### src/rtl/dsp_link_pkg.sv
// Shared types and constants for the DV/EV word link towards the DSP fit chain.
package dsp_link_pkg;

  localparam int unsigned DW_DEF  = 32;
  localparam int unsigned EVCNT_W = 16;

  // Encodings are visible on state_out, so they are pinned explicitly.
  typedef enum logic [1:0] {
    StIdle = 2'd0,
    StSend = 2'd1,
    StGap  = 2'd2,
    StDrop = 2'd3
  } state_e;

endpackage

### src/rtl/sync_fifo.sv
// Single-clock FIFO with show-ahead read data; push ignored when full, pop ignored when empty.
module sync_fifo #(
  parameter int unsigned Width = 33,
  parameter int unsigned Aw    = 4
) (
  input  logic             i_clk,
  input  logic             i_rst,
  input  logic             i_push,
  input  logic [Width-1:0] i_wdata,
  input  logic             i_pop,
  output logic [Width-1:0] o_rdata,
  output logic             o_full,
  output logic             o_empty
);

  localparam int unsigned  Depth   = 1 << Aw;
  localparam logic [Aw:0]  FullCnt = (Aw + 1)'(Depth);

  logic [Width-1:0] r_mem [Depth];
  logic [Aw-1:0]    r_wptr;
  logic [Aw-1:0]    r_rptr;
  logic [Aw:0]      r_cnt;
  logic             w_push;
  logic             w_pop;

  assign w_push  = i_push & ~o_full;
  assign w_pop   = i_pop & ~o_empty;
  assign o_full  = (r_cnt == FullCnt);
  assign o_empty = (r_cnt == '0);
  assign o_rdata = r_mem[r_rptr];

  // Pointer and occupancy bookkeeping.
  always_ff @(posedge i_clk or posedge i_rst) begin
    if (i_rst) begin
      r_wptr <= '0;
      r_rptr <= '0;
      r_cnt  <= '0;
    end else begin
      if (w_push) r_wptr <= r_wptr + 1'b1;
      if (w_pop)  r_rptr <= r_rptr + 1'b1;
      unique case ({w_push, w_pop})
        2'b10:   r_cnt <= r_cnt + 1'b1;
        2'b01:   r_cnt <= r_cnt - 1'b1;
        default: r_cnt <= r_cnt;
      endcase
    end
  end

  // Storage array; contents need no reset because the pointers define validity.
  always_ff @(posedge i_clk) begin
    if (w_push) r_mem[r_wptr] <= i_wdata;
  end

endmodule

### src/rtl/dsp_event_sender.sv
// Replays buffered hit words to the DSP chain as DV/EV beats with a fixed idle gap per event.
module dsp_event_sender #(
  parameter int unsigned DW         = dsp_link_pkg::DW_DEF,
  parameter int unsigned FIFO_AW    = 4,
  parameter int unsigned MAX_WORDS  = 64,
  parameter int unsigned GAP_CYCLES = 2
) (
  input  logic                               CLOCK,
  input  logic                               RESET,
  input  logic [DW-1:0]                      IN_DATA,
  input  logic                               IN_VALID,
  input  logic                               IN_LAST,
  output logic                               IN_READY,
  output logic [DW-1:0]                      DATA_OUT,
  output logic                               DV,
  output logic                               EV,
  output logic [dsp_link_pkg::EVCNT_W-1:0]   EVCOUNT,
  output logic                               TRUNC,
  output logic [1:0]                         state_out
);

  import dsp_link_pkg::*;

  localparam int unsigned    WCW   = $clog2(MAX_WORDS + 1);
  localparam int unsigned    GW    = $clog2(GAP_CYCLES + 1);
  localparam logic [WCW-1:0] WMax  = WCW'(MAX_WORDS);
  localparam logic [GW-1:0]  GLast = GW'(GAP_CYCLES - 1);

  logic               w_full;
  logic               w_empty;
  logic               w_pop;
  logic [DW:0]        w_rd_data;
  logic               w_rd_last;
  logic [DW-1:0]      w_rd_word;
  logic [WCW-1:0]     w_wcnt_nxt;

  state_e             r_state;
  logic [WCW-1:0]     r_wcnt;
  logic [GW-1:0]      r_gap;
  logic [DW-1:0]      r_data;
  logic               r_dv;
  logic               r_ev;
  logic [EVCNT_W-1:0] r_evcount;
  logic               r_trunc;

  // Ready is forced low while reset is held so nothing is accepted into a flushing FIFO.
  assign IN_READY   = ~w_full & ~RESET;
  assign w_pop      = ~w_empty & (r_state != StGap);
  assign w_rd_last  = w_rd_data[DW];
  assign w_rd_word  = w_rd_data[DW-1:0];
  assign w_wcnt_nxt = (r_state == StIdle) ? WCW'(1) : r_wcnt + WCW'(1);

  sync_fifo #(
    .Width (DW + 1),
    .Aw    (FIFO_AW)
  ) u_fifo (
    .i_clk   (CLOCK),
    .i_rst   (RESET),
    .i_push  (IN_VALID & IN_READY),
    .i_wdata ({IN_LAST, IN_DATA}),
    .i_pop   (w_pop),
    .o_rdata (w_rd_data),
    .o_full  (w_full),
    .o_empty (w_empty)
  );

  // Event FSM with word/gap counters and all registered outputs.
  always_ff @(posedge CLOCK or posedge RESET) begin
    if (RESET) begin
      r_state   <= StIdle;
      r_wcnt    <= '0;
      r_gap     <= '0;
      r_data    <= '0;
      r_dv      <= 1'b0;
      r_ev      <= 1'b0;
      r_evcount <= '0;
      r_trunc   <= 1'b0;
    end else begin
      r_dv <= 1'b0;
      r_ev <= 1'b0;
      unique case (r_state)
        StIdle, StSend: begin
          // An empty FIFO in StSend is a bubble: the event stays open indefinitely.
          if (!w_empty) begin
            r_data <= w_rd_word;
            r_dv   <= 1'b1;
            r_wcnt <= w_wcnt_nxt;
            if (w_rd_last || (w_wcnt_nxt == WMax)) begin
              r_ev      <= 1'b1;
              r_evcount <= r_evcount + 1'b1;
              r_gap     <= '0;
              if (w_rd_last) begin
                r_state <= StGap;
              end else begin
                r_trunc <= 1'b1;
                r_state <= StDrop;
              end
            end else begin
              r_state <= StSend;
            end
          end
        end
        StDrop: begin
          // Overlong event tail is discarded up to and including its last word.
          if (!w_empty && w_rd_last) begin
            r_gap   <= '0;
            r_state <= StGap;
          end
        end
        StGap: begin
          if (r_gap == GLast) r_state <= StIdle;
          else                r_gap   <= r_gap + 1'b1;
        end
        default: r_state <= StIdle;
      endcase
    end
  end

  assign DATA_OUT  = r_data;
  assign DV        = r_dv;
  assign EV        = r_ev;
  assign EVCOUNT   = r_evcount;
  assign TRUNC     = r_trunc;
  assign state_out = r_state;

endmodule

### config.mk
export PLATFORM = sky130hd
export DESIGN_NAME = dsp_event_sender
export DESIGN_NICKNAME = d
export VERILOG_FILES = /design/src/rtl/dsp_link_pkg.sv /design/src/rtl/sync_fifo.sv /design/src/rtl/dsp_event_sender.sv
export SDC_FILE = /design/constraint.sdc
export NUM_CORES = 1
export LEC_CHECK = 0
export CAP_MARGIN = 20
export CORE_ASPECT_RATIO = 0.6
export CORE_MARGIN = 4
export CORE_UTILIZATION = 55
export DETAILED_ROUTE_END_ITERATION = 10
export PLACE_DENSITY = 0.75
export SYNTH_ARGS = -nofsm -noshare
export SYNTH_HDL_FRONTEND = slang
export SYNTH_SLANG_ARGS = --single-unit
### constraint.sdc
create_clock -name CLOCK -period 6.3 [get_ports CLOCK]
set_input_delay 1.89 -clock CLOCK [delete_from_list [all_inputs] [get_ports CLOCK]]
set_output_delay 1.89 -clock CLOCK [all_outputs]
set_load 0.02 [all_outputs]
==> flow_summary.yaml <==
status:
  status: "finished clean"
floorplan:
  die_x_um: 274
  rows: 58
  dieHeight_um: 168
  initial_core_util_pct: 55.8
  pin_count: 90
  dieArea_um2: 45900
  core-area_um2: 41900
critical_path:
  r2r-start: "u_fifo.r_rptr[1]"
  crit_start: "RESET"
  crit_fanout: 2
  arrival_ns: 3.13
  cp-end-kind: "primary output"
  cp.required_ns: 4.41
  start_kind: "input pin"
  crit_type: "in -> out"
pwr:
  pwr-share-comb_pct: 29.1
  switching_share_pct: 31.2
  power.leakage_nw: 8.91
  internal_power_w: 0.00807
  pwr-share-seq_pct: 43.2
  p_per_area_nw_per_um2: 438
  clkPwrFrac_pct: 27.7
  switchingPower_w: 0.00366
  ir_worst_vdd_mv: 0.305
logic_synthesis:
  synth_edf_count: 528
  synth_cells: 1204
  synth_area_um2: 23300
  syn_area_per_cell_um2: 19.4
  seq_area_frac_synth_pct: 76.0
  synthDistinctLibCells: 51
  synth-async-reset-ratio_pct: 12.4
  synth_nets: 1252
  synth-seq-cells: 603
  yosysWarnings: 0
  synthFlopType: "edfxtp_1"
timing:
  hold_viol_final: 0
  slew_headroom_pct: 26.8
  finalSetupViolations: 0
  tns_ns: 0
  fin_crit_sh_pct: 79.6
  fmax_mhz: 199
  report.final.slew_viol_count: 0
  min_period_ns: 5.02
  rsz0062_at_grt: "no"
  fin_ws_ns: 1.28
  fin_skew_ns: 0.0182
  tightest_slew_ns: 1.10
  whs_ns: 0.473
global_route:
  track_usage_pct: 21.7
  grt_pass1_vias: 11951
  antenna_found_initial: 1
  grt.overflow.total: 0
  grt_max_degree: 86
  grt_pass1_wl_mm: 75.2
clocking:
  postCtsSetupBuffers: 0
  cts_resized: 0
  cts_tree: "built"
  clk_pin_slew_worst_paths_ns: 0.06
  clk_latency_ns: 0.59
  clock_path_buffers: 3
  ctsHoldBuffers: 0
  numCtsBuffers: 53
  cts.sinks: 603
  htree_levels: 2
  cts_root_buf: "clkbuf_16"
final_layout:
  layout-drive-gt1-share_pct: 18.7
  area_delta_synth_final_pct: 14.6
  fillers: 2808
  nNetsFinal: 1362
  final_util_pct: 63.9
  final_area_um2: 26800
placed_design:
  post_dp_cell_area_um2: 24900
  gp_congestion: 0.764
  dp_hpwl_mm: 26.8
  io_buffers: 89
  pre_cts_slack_ns: 1.29
route:
  dr.pass1.iters: 5
  drc: 0
  drt_iter0_drc: 1395
  wl_per_cell_um: 25.3
  vias: 11725
  avgViaCountPerCell: 6.08
  antenna_left: 0
  routed_wl_mm: 48.8
min_path:
  hp-class: "reg -> reg"
  min-delay-start: "TRUNC"
job:
  drv_cap: 0
## path summary, 6_finish.rpt
kind                                    end  slack (ns)  depth (start not counted)
min in group asynchronous         r_wcnt[1]        1.74                          2
setup reg to reg                 EVCOUNT[1]        2.66                          7
setup / recovery                   IN_READY        1.28                          3
hold reg to reg                       TRUNC        0.47                          1
hold / removal                        TRUNC        0.47                          1
max in group asynchronous  u_fifo.r_rptr[1]        3.48                          3
## state kept, by name (all words and copies together) (netlist names)
| name | flops |
|---|---|
| r_wcnt | 7 |
| EVCOUNT | 16 |
| DATA_OUT | 32 |
| DV | 1 |
| u_fifo.r_mem | 528 |
| u_fifo.r_rptr | 4 |
| u_fifo.r_cnt | 5 |
| r_gap | 2 |
| TRUNC | 1 |
| state_out | 2 |
| EV | 1 |
| u_fifo.r_wptr | 4 |
## kinds of logic (layout without fill, tap and decap cells)
logic type	after synthesis	count (layout)	synth area share, %
compound gates	148	148	4.24
xor+xnor	29	29	1.09
fa+ha+maj	12	12	0.643
buf+inv	83	237	1.61
flops	603	603	76.0
mux	169	169	13.3
other cells	0	1	0
simple gates	160	160	3.14
## area by class of cell
cell class	count	area, um^2	share of cell area (%)
clock inverter	27	256	0.958
timing repair buffer	119	1180	4.40
multi-input combinational	518	5320	19.9
tap	570	713	2.66
clock buffer	72	1480	5.53
sequential	603	17700	66.3
antenna	1	2.50	0.00935
inverter	19	73.8	0.276
## cells in the final DEF, fill, tap and decap left out, types with 5 or more instances in the layout
cell type	netlist	layout
mux2i_1	52	52
nand2_1	91	91
xnor2_1	23	23
nor2_1	17	13
o21ai_0	38	38
inv_1	18	16
ha_1	12	12
clkdlybuf4s50_1	0	89
o221ai_1	48	48
edfxtp_1	528	528
o2111ai_1	6	6
nand3_1	11	11
o21ai_1	32	32
xor2_1	6	6
and3_1	7	7
a21oi_1	7	7
clkinv_2	1	13
clkbuf_1	35	13
buf_12	0	5
dfrtp_1	75	72
mux4_2	113	113
clkinv_1	0	5
clkbuf_16	0	55
buf_4	10	25
## Yosys cell counts, types with 7 or more instances
| library cell | number | area share (%) |
|---|---|---|
| edfxtp_1 | 528 | 68 |
| and3_1 | 7 | 0.19 |
| o21ai_1 | 32 | 0.69 |
| buf_4 | 10 | 0.32 |
| mux2i_1 | 52 | 2.2 |
| o21ai_0 | 38 | 0.81 |
| inv_1 | 18 | 0.29 |
| dfrtp_1 | 75 | 8.0 |
| buf_2 | 14 | 0.30 |
| mux4_2 | 113 | 11 |
| a21oi_1 | 7 | 0.15 |
| o221ai_1 | 48 | 1.8 |
| nor2_1 | 17 | 0.27 |
| ha_1 | 12 | 0.64 |
| xnor2_1 | 23 | 0.86 |
| nand3_1 | 11 | 0.24 |
| clkbuf_1 | 35 | 0.56 |
| nor4_1 | 7 | 0.19 |
| nand2_1 | 91 | 1.5 |
## worst max-delay path: stages
cell and delay, ns:
clkdlybuf4s50_1 0.44, a21oi_1 0.16, clkdlybuf4s50_1 0.63
## stage by stage
stage / power (W) / instances
2_1_floorplan: 0.00745 / 1204
3_3_place_gp: 0.00846 / 1825
3_5_place_dp: 0.00856 / 1825
4_1_cts: 0.0118 / 1924
5_1_grt: 0.0123 / 1929
6_report: 0.0117 / 1929
## layer usage
metal	part of all wire (%)	GRT usage, %
met1	45	33.7
met4	1.6	4.61
met3	7.2	4.07
met2	46	32.9
met5	0	0
## power by group through the flow
stage	Clock [W]	Sequential, W	Combinational [W]
5_1_grt	0.00351	0.00511	0.00370
2_1_floorplan	0	0.00510	0.00235
6_report	0.00325	0.00506	0.00342
3_3_place_gp	0	0.00512	0.00333
3_5_place_dp	0	0.00514	0.00342
4_1_cts	0.00331	0.00506	0.00344
No activity file was read; power rests on OpenSTA's default activity.
==> RTL change, RTL diff (config.mk and constraints unchanged) <==
Put one more register stage on the output `EVCOUNT`, with the module's reset. The value now appears one clock later. The other outputs are not delayed to match.
--- a/src/rtl/dsp_event_sender.sv
+++ b/src/rtl/dsp_event_sender.sv
@@ -121,3 +121,9 @@
   assign EV        = r_ev;
-  assign EVCOUNT   = r_evcount;
+  always_ff @(posedge CLOCK or posedge RESET) begin
+    if (RESET) begin
+      EVCOUNT <= '0;
+    end else begin
+      EVCOUNT <= r_evcount;
+    end
+  end
   assign TRUNC     = r_trunc;
Behaviour: not the same (a bounded check fails within 4 cycles, from zero or initial values and one cycle with RESET high).
==> RTL change against the unedited design <==
Sequential cell count grew 16; critical path type unchanged; clock skew shrank 0.0058 ns; fmax shrank 0.57%; total power grew 3.6%; critical path depth is the same; wire length grew 1.8%; sequential share of layout area grew 0.20 points; area after synthesis grew 1.5%; design area grew 2.0%; final cell count shrank 3.3%; largest cell class unchanged; worst setup slack lost 0.029 ns.
==> RTL change: results (changes against the unedited design) <==
clock buf count 62 (-14%); initial antenna violation count 0 (-1); syn_nets 1180 (-5.8%); clock skew 0.01240 ns (-0.005828 ns); Clk power 3480 uW (+7.1%); Clock buf/inv share 0.06827 (+0.003381); Setup WS pre-CTS 1.251 ns (-0.03417 ns); Layout fillers 2762 (-1.6%); Pint 8555 uW (+6.0%); 1st-iter DRT viols 1527 (+9.5%); via-per-instance ratio 6.157 (+1.3%); M2 GR Usage 0.3194 (-0.009969); Worst-Margin Slew 0.9281 ns (-0.1701 ns); sequential share of cell area 0.6648 (+0.001952); Total Routing Usage GR 0.2194 (+0.002105); dpl hpwl 28.23 mm (+5.3%); gp weighted congestion 0.7875 (+3.0%); outcome complete, no violations; clock power share 0.286 (+0.009); Clock Latency Late Sink 0.57 ns (-0.02 ns); fraction of standard cell area in multi-input logic 0.1979 (-0.0007542); hold_sp r_evcount[15]$_DFFE_PP0P_; buffers outside the clock class 118 (-0.84%); Area contributors post-synth edfxtp_1 67%, mux4_2 15%, dfrtp_1 9.6%; Hold WS 0.4089 ns (-0.06385 ns); WL met3 4.640 mm (+31%); multi-input logic cell count 448 (-14%); Reg-to-Reg End r_evcount[1]$_DFFE_PP0P_; top post-synthesis cells by count 528 x edfxtp_1, 160 x mux4_2, 121 x nand2_1, 91 x dfrtp_1, 23 x nor2_1; Synth Area in Compound Gates 0.01304 (-0.02935); ys async rst share 0.1470 (+0.02263); layout cells sized above 1 0.2330 (+0.04598); nets 1300 (-4.6%)
## RTL change: changes by cell type after synthesis, moves of 16 or more
cell / change
mux4_2: +47
o21ai_0: -28
mux2i_1: -43
dfrtp_1: +16
o21ai_1: -32
o221ai_1: -48
nand2_1: +30
## RTL change: metrics by stage
step | instance area, um^2 | instances
2_1_floorplan | 23690 | 1132
3_3_place_gp | 25410 | 1766
3_5_place_dp | 25410 | 1766
4_1_cts | 27270 | 1865
5_1_grt | 27290 | 1866
6_report | 27290 | 1866
## RTL change: logic make-up (layout without fill, tap and decap cells)
kind of cell | after synthesis | after routing
buf+inv | 65 | 229
mux | 172 | 172
fa+ha+maj | 12 | 12
simple gates | 193 | 193
xor+xnor | 29 | 29
compound gates | 42 | 42
flops | 619 | 619
## RTL change: worst max-delay path, delay by kind of cell
kind | cells | cell delay, ns
buf+inv | 2 | 1.09
compound gates | 1 | 0.17
